### src/rtl/wb_write_scheduler_pkg.sv
// Shared constants, status/icode encodings and FSM state for the Writeback write scheduler.
package wb_write_scheduler_pkg;

    localparam int unsigned DATA_W = 64;
    localparam int unsigned REG_AW = 4;
    localparam int unsigned CNT_W  = 32;

    localparam logic [REG_AW-1:0] RNONE = 4'hF;
    localparam logic [REG_AW-1:0] RSP   = 4'h4;

    localparam logic [1:0] STAT_AOK = 2'd0;
    localparam logic [1:0] STAT_HLT = 2'd1;
    localparam logic [1:0] STAT_ADR = 2'd2;
    localparam logic [1:0] STAT_INS = 2'd3;

    localparam logic [3:0] I_HALT   = 4'h0;
    localparam logic [3:0] I_NOP    = 4'h1;
    localparam logic [3:0] I_RRMOVQ = 4'h2;
    localparam logic [3:0] I_IRMOVQ = 4'h3;
    localparam logic [3:0] I_RMMOVQ = 4'h4;
    localparam logic [3:0] I_MRMOVQ = 4'h5;
    localparam logic [3:0] I_OPQ    = 4'h6;
    localparam logic [3:0] I_JXX    = 4'h7;
    localparam logic [3:0] I_CALL   = 4'h8;
    localparam logic [3:0] I_RET    = 4'h9;
    localparam logic [3:0] I_PUSHQ  = 4'hA;
    localparam logic [3:0] I_POPQ   = 4'hB;

    typedef enum logic [1:0] {
        S_IDLE   = 2'd0,
        S_SECOND = 2'd1,
        S_HALTED = 2'd2
    } wb_state_e;

    // Instructions whose dstE/dstM fields may name a real register.
    function automatic logic icode_writes(input logic [3:0] icode);
        case (icode)
            I_RRMOVQ, I_IRMOVQ, I_MRMOVQ, I_OPQ,
            I_CALL, I_RET, I_PUSHQ, I_POPQ: icode_writes = 1'b1;
            default:                        icode_writes = 1'b0;
        endcase
    endfunction

endpackage

### src/rtl/wb_write_scheduler_qualify.sv
// Decides which Writeback writes are real and whether the instruction halts the machine.
module wb_write_qualify
    import wb_write_scheduler_pkg::*;
(
    input  logic [3:0]        icode,
    input  logic [1:0]        stat,
    input  logic [REG_AW-1:0] dst_e,
    input  logic [REG_AW-1:0] dst_m,
    output logic              we_e_c,
    output logic              we_m_c,
    output logic              halt_req_c
);

    logic aok_wr;

    assign aok_wr     = (stat == STAT_AOK) && icode_writes(icode);
    assign we_e_c     = aok_wr && (dst_e != RNONE);
    assign we_m_c     = aok_wr && (dst_m != RNONE);
    assign halt_req_c = (stat != STAT_AOK);

endmodule

### src/rtl/wb_write_scheduler.sv
// Serialises W-stage register writes onto one register-file port; E before M, halts on bad stat.
// Optional WB_FWD_EN exposes the pending M write for decode forwarding.
module wb_write_scheduler
    import wb_write_scheduler_pkg::*;
(
    input  logic              clk,
    input  logic              rst_n,
    input  logic              W_valid,
    input  logic [1:0]        W_stat,
    input  logic [3:0]        W_icode,
    input  logic [DATA_W-1:0] W_valE,
    input  logic [DATA_W-1:0] W_valM,
    input  logic [REG_AW-1:0] W_dstE,
    input  logic [REG_AW-1:0] W_dstM,
    output logic              W_stall,
    output logic              rf_we,
    output logic [REG_AW-1:0] rf_waddr,
    output logic [DATA_W-1:0] rf_wdata,
    output logic              halted,
    output logic [1:0]        halt_stat,
    output logic [CNT_W-1:0]  retired_cnt
`ifdef WB_FWD_EN
    ,
    output logic              fwd_valid,
    output logic [REG_AW-1:0] fwd_reg,
    output logic [DATA_W-1:0] fwd_val
`endif
);

    wb_state_e         state_q, state_d;
    logic              rf_we_q, rf_we_d;
    logic [REG_AW-1:0] rf_waddr_q, rf_waddr_d;
    logic [DATA_W-1:0] rf_wdata_q, rf_wdata_d;
    logic              halted_q, halted_d;
    logic [1:0]        halt_stat_q, halt_stat_d;
    logic [CNT_W-1:0]  retired_cnt_q, retired_cnt_d;
    logic [REG_AW-1:0] pend_reg_q, pend_reg_d;
    logic [DATA_W-1:0] pend_val_q, pend_val_d;

    logic we_e, we_m, halt_req;

    wb_write_qualify u_qualify (
        .icode      (W_icode),
        .stat       (W_stat),
        .dst_e      (W_dstE),
        .dst_m      (W_dstM),
        .we_e_c     (we_e),
        .we_m_c     (we_m),
        .halt_req_c (halt_req)
    );

    always_comb begin
        state_d       = state_q;
        rf_we_d       = 1'b0;
        rf_waddr_d    = rf_waddr_q;
        rf_wdata_d    = rf_wdata_q;
        halted_d      = halted_q;
        halt_stat_d   = halt_stat_q;
        retired_cnt_d = retired_cnt_q;
        pend_reg_d    = pend_reg_q;
        pend_val_d    = pend_val_q;

        case (state_q)
            S_IDLE: begin
                if (W_valid) begin
                    if (halt_req) begin
                        state_d     = S_HALTED;
                        halted_d    = 1'b1;
                        halt_stat_d = W_stat;
                    end else if (we_e) begin
                        rf_we_d    = 1'b1;
                        rf_waddr_d = W_dstE;
                        rf_wdata_d = W_valE;
                        if (we_m) begin
                            // Retirement is counted when the deferred M write issues.
                            state_d    = S_SECOND;
                            pend_reg_d = W_dstM;
                            pend_val_d = W_valM;
                        end else begin
                            retired_cnt_d = retired_cnt_q + CNT_W'(1);
                        end
                    end else begin
                        if (we_m) begin
                            rf_we_d    = 1'b1;
                            rf_waddr_d = W_dstM;
                            rf_wdata_d = W_valM;
                        end
                        retired_cnt_d = retired_cnt_q + CNT_W'(1);
                    end
                end
            end
            S_SECOND: begin
                state_d       = S_IDLE;
                rf_we_d       = 1'b1;
                rf_waddr_d    = pend_reg_q;
                rf_wdata_d    = pend_val_q;
                retired_cnt_d = retired_cnt_q + CNT_W'(1);
            end
            S_HALTED: begin
                state_d = S_HALTED;
            end
            default: begin
                state_d = S_IDLE;
            end
        endcase
    end

    always_ff @(posedge clk or negedge rst_n) begin
        if (!rst_n) begin
            state_q       <= S_IDLE;
            rf_we_q       <= 1'b0;
            rf_waddr_q    <= '0;
            rf_wdata_q    <= '0;
            halted_q      <= 1'b0;
            halt_stat_q   <= 2'd0;
            retired_cnt_q <= '0;
            pend_reg_q    <= '0;
            pend_val_q    <= '0;
        end else begin
            state_q       <= state_d;
            rf_we_q       <= rf_we_d;
            rf_waddr_q    <= rf_waddr_d;
            rf_wdata_q    <= rf_wdata_d;
            halted_q      <= halted_d;
            halt_stat_q   <= halt_stat_d;
            retired_cnt_q <= retired_cnt_d;
            pend_reg_q    <= pend_reg_d;
            pend_val_q    <= pend_val_d;
        end
    end

    assign W_stall     = (state_q == S_SECOND) || (state_q == S_HALTED);
    assign rf_we       = rf_we_q;
    assign rf_waddr    = rf_waddr_q;
    assign rf_wdata    = rf_wdata_q;
    assign halted      = halted_q;
    assign halt_stat   = halt_stat_q;
    assign retired_cnt = retired_cnt_q;

`ifdef WB_FWD_EN
    assign fwd_valid = (state_q == S_SECOND);
    assign fwd_reg   = pend_reg_q;
    assign fwd_val   = pend_val_q;
`endif

endmodule

### config.mk
export PLATFORM = sky130hd
export DESIGN_NAME = wb_write_scheduler
export DESIGN_NICKNAME = d
export VERILOG_FILES = /design/src/rtl/wb_write_scheduler_pkg.sv /design/src/rtl/wb_write_scheduler_qualify.sv /design/src/rtl/wb_write_scheduler.sv
export SDC_FILE = /design/constraint.sdc
export NUM_CORES = 1
export LEC_CHECK = 0
export BUFFER_PORTS_ARGS = -buffer_cell sky130_fd_sc_hd__buf_4
export CORE_UTILIZATION = 50
export CTS_CLUSTER_DIAMETER = 50
export CTS_CLUSTER_SIZE = 8
export DETAILED_ROUTE_END_ITERATION = 7
export PLACE_DENSITY = 0.89
export SLEW_MARGIN = 30
export SYNTH_ARGS = -nofsm -noshare
export SYNTH_HDL_FRONTEND = slang
export SYNTH_SLANG_ARGS = --single-unit
### constraint.sdc
create_clock -name clk -period 2.4 [get_ports clk]
set_input_delay 0.12 -clock clk [delete_from_list [all_inputs] [get_ports clk]]
set_output_delay 0.12 -clock clk [all_outputs]
set_load 0.01 [all_outputs]
==> impl_metrics.yaml <==
global_route:
  grt_max_degree: 70
  grt_pass1_wl_mm: 36.42
  antenna_found_initial: 0
  grt.total_usage: 0.2812
  overflow: 0
  grt_pass1_vias: 7133
critical_path:
  r2r_cells: 6
  crit_type: "reg -> reg"
  critPathRequiredTime_ps: 2700
  arrival_ps: 2580
  cp-end-kind: "flop"
  setup.worst_path.start_class: "flop"
  critPathMaxFanout: 42
power_and_ir_drop:
  pwr-share-comb: 0.298
  power_density_mw_per_mm2: 834.3
  power.share.clock: 0.267
  share_seq_of_total_power: 0.435
  p_sw_frac: 0.2981
  power.switching_mw: 2.885
  p_int_mw: 6.794
  ir_drop_v: 0.0004477
  power_mw: 9.679
  p_leak_nw: 5.734
yosys:
  synth_nets: 849
  avgSynthCellArea_um2: 11.72
  yosysWarnings: 0
  ys_seq_elements: 174
  synth_top_cell_by_area: "dfrtp_1"
  synth.top_cell.area_share: 0.5307
  synth_area_mm2: 0.008204
  seq_area_frac_synth: 0.5307
  yosysUniqueCellTypes: 39
  syn_inst: 700
  synth.area.top_cells: "dfrtp_1 53%, mux2i_1 8.1%, mux2_2 6.6%, a211oi_1 5.9%, nor3_1 4.2%"
floorplan:
  num_io_pins: 250
  die_h_um: 130.1
  core_area_mm2: 0.01594
  dieArea_mm2: 0.01692
  rows: 46
  die-width_um: 130.1
  start_util: 0.5146
clocking:
  cts_root_buf: "clkbuf_16"
  clockBufferDepth: 2
  clk-insertion-delay-late_ps: 420
  cts_max_level: 4
  cts_tree: "built"
  cts_setup_buffers: 0
  cts.sinks: 174
  clk_pin_slew_ps: 60
  cts_buffers: 17
sta:
  fin_tns_setup_ps: 0
  max_freq_mhz: 439.0
  finalHoldViolCount: 0
  layout_min_cycle_time_ps: 2278
  timing.hold.ws_ps: 13.76
  final_max_slew_viol_count: 0
  fin_ws_ps: 121.9
  worstMarginPinSlew_ps: 798.6
  finalClockSkew_ps: 8.678
  maxSlewHeadroom: 0.4676
  fin_crit_sh: 0.9492
  setup_viol: 0
finish:
  final_cell_mix: "255 x buf_4, 174 x dfrtp_1, 74 x nor2_1, 71 x dlygate4sd3_1, 69 x nor3_1"
  final_common_cell: "buf_4"
  final_core_util: 0.7277
  area_delta_synth_final_pct: 41.41
  drive_above_1_share: 0.3696
  nets: 1158
place:
  pre_cts_ws_ps: 90.62
  place.gp.congestion: 0.8246
  portBuffers: 249
  dpl.hpwl_mm: 14.64
min_path:
  hold_depth: 2
  worstHoldPathType: "in -> reg"
route:
  ant_nets: 0
  drcViolationCount: 0
  dr.pass1.iters: 4
  wire_per_inst_um: 18.76
  vias_per_cell: 5.602
  drtIter0Drc: 414
  vias: 6930
  wl_mm: 23.21
status:
  status: "complete, no violations"
job:
  cap_violations: 0
-- critical path, cell delays in order, from the launching register on --
cell and delay [ps]:
dfrtp_1 390, inv_1 110, ha_1 340, and4bb_2 380, and3_4 240, buf_12 250, mux2_2 380
-- flip-flops by register name (all words and copies together), names as in the netlist --
name / cells
rf_wdata: 64
halted: 1
pend_val_q: 64
rf_waddr: 4
state_q: 2
pend_reg_q: 4
rf_we: 1
halt_stat: 2
retired_cnt: 32
-- cell usage after synthesis, drive strengths merged --
master   count
nor4         1
o2111a       1
a221oi       1
inv          9
a31oi        1
or3          1
a22oi        1
nor3        69
a41oi        1
a2111oi      1
ha           4
a211oi      65
nor2        75
mux2        68
clkbuf      16
xnor2       29
nand4bb      1
and4         3
and2         1
buf         30
a21oi        9
nand2       21
nand3       15
nand4       18
a21o         2
nor2b        1
a31o         3
mux2i       66
and3         5
o221ai       3
dfrtp      174
or2          2
and4bb       1
xor2         2
-- layer usage --
| metal | global-route usage | wire (um) |
|---|---|---|
| met5 | 0 | 0 |
| met4 | 0.1272 | 675 |
| met3 | 0.05986 | 1687 |
| met2 | 0.4696 | 11330 |
| met1 | 0.3513 | 9514 |
-- stage by stage --
step	cell area, um^2	cells
4_1_cts	11590	1236
6_report	11600	1237
2_1_floorplan	8204	700
3_3_place_gp	10320	1135
5_1_grt	11600	1236
3_5_place_dp	10320	1135
-- cell families (layout without fill, tap and decap cells) --
logic type / Yosys count / count (layout) / synth area share
simple gates: 214 / 214 / 0.1237
buf+inv: 55 / 375 / 0.03797
flops: 174 / 174 / 0.5307
compound gates: 88 / 88 / 0.08541
other cells: 0 / 1 / 0
xor+xnor: 31 / 31 / 0.03309
mux: 134 / 134 / 0.1830
fa+ha+maj: 4 / 4 / 0.006101
-- what timing repair did --
action                                  CTS  global route
hold buffers                             71             0
endpoints found under the setup margin    0             8
gates resized for setup                   0             1
endpoints found under the hold margin   131             0
-- final cells by class --
cell class              count  area, um^2
clock buffers              26       529.3
fillers                  1047        4342
inverters                   9       33.78
diodes                      1       2.502
multi-input cells         471        3567
well taps                 216       270.3
flip-flops and latches    174        4354
clock inverters             4       27.53
repair buffers            336        2816
-- final timing paths --
check / from / to / slack (ps)
worst min-delay path: W_valid / halted / 10
worst max-delay path: state_q[1] / pend_val_q[36] / 120
worst max register to register: state_q[1] / pend_val_q[36] / 120
min in group asynchronous: rst_n / pend_val_q[25] / 270
worst min register to register: halt_stat[0] / halt_stat[0] / 490
max in group asynchronous: rst_n / rf_wdata[27] / 1350
-- power by group through the flow --
stage	Combinational [mW]	Sequential, mW	Clock [mW]
after CTS	2.86	4.19	2.63
after floorplan	0.971	4.44	0
after global routing	3.15	4.29	2.75
after detailed placement	2.76	4.23	0
final	2.88	4.21	2.59
after global placement	2.67	4.19	0
Power figures use the tool's default switching activity.
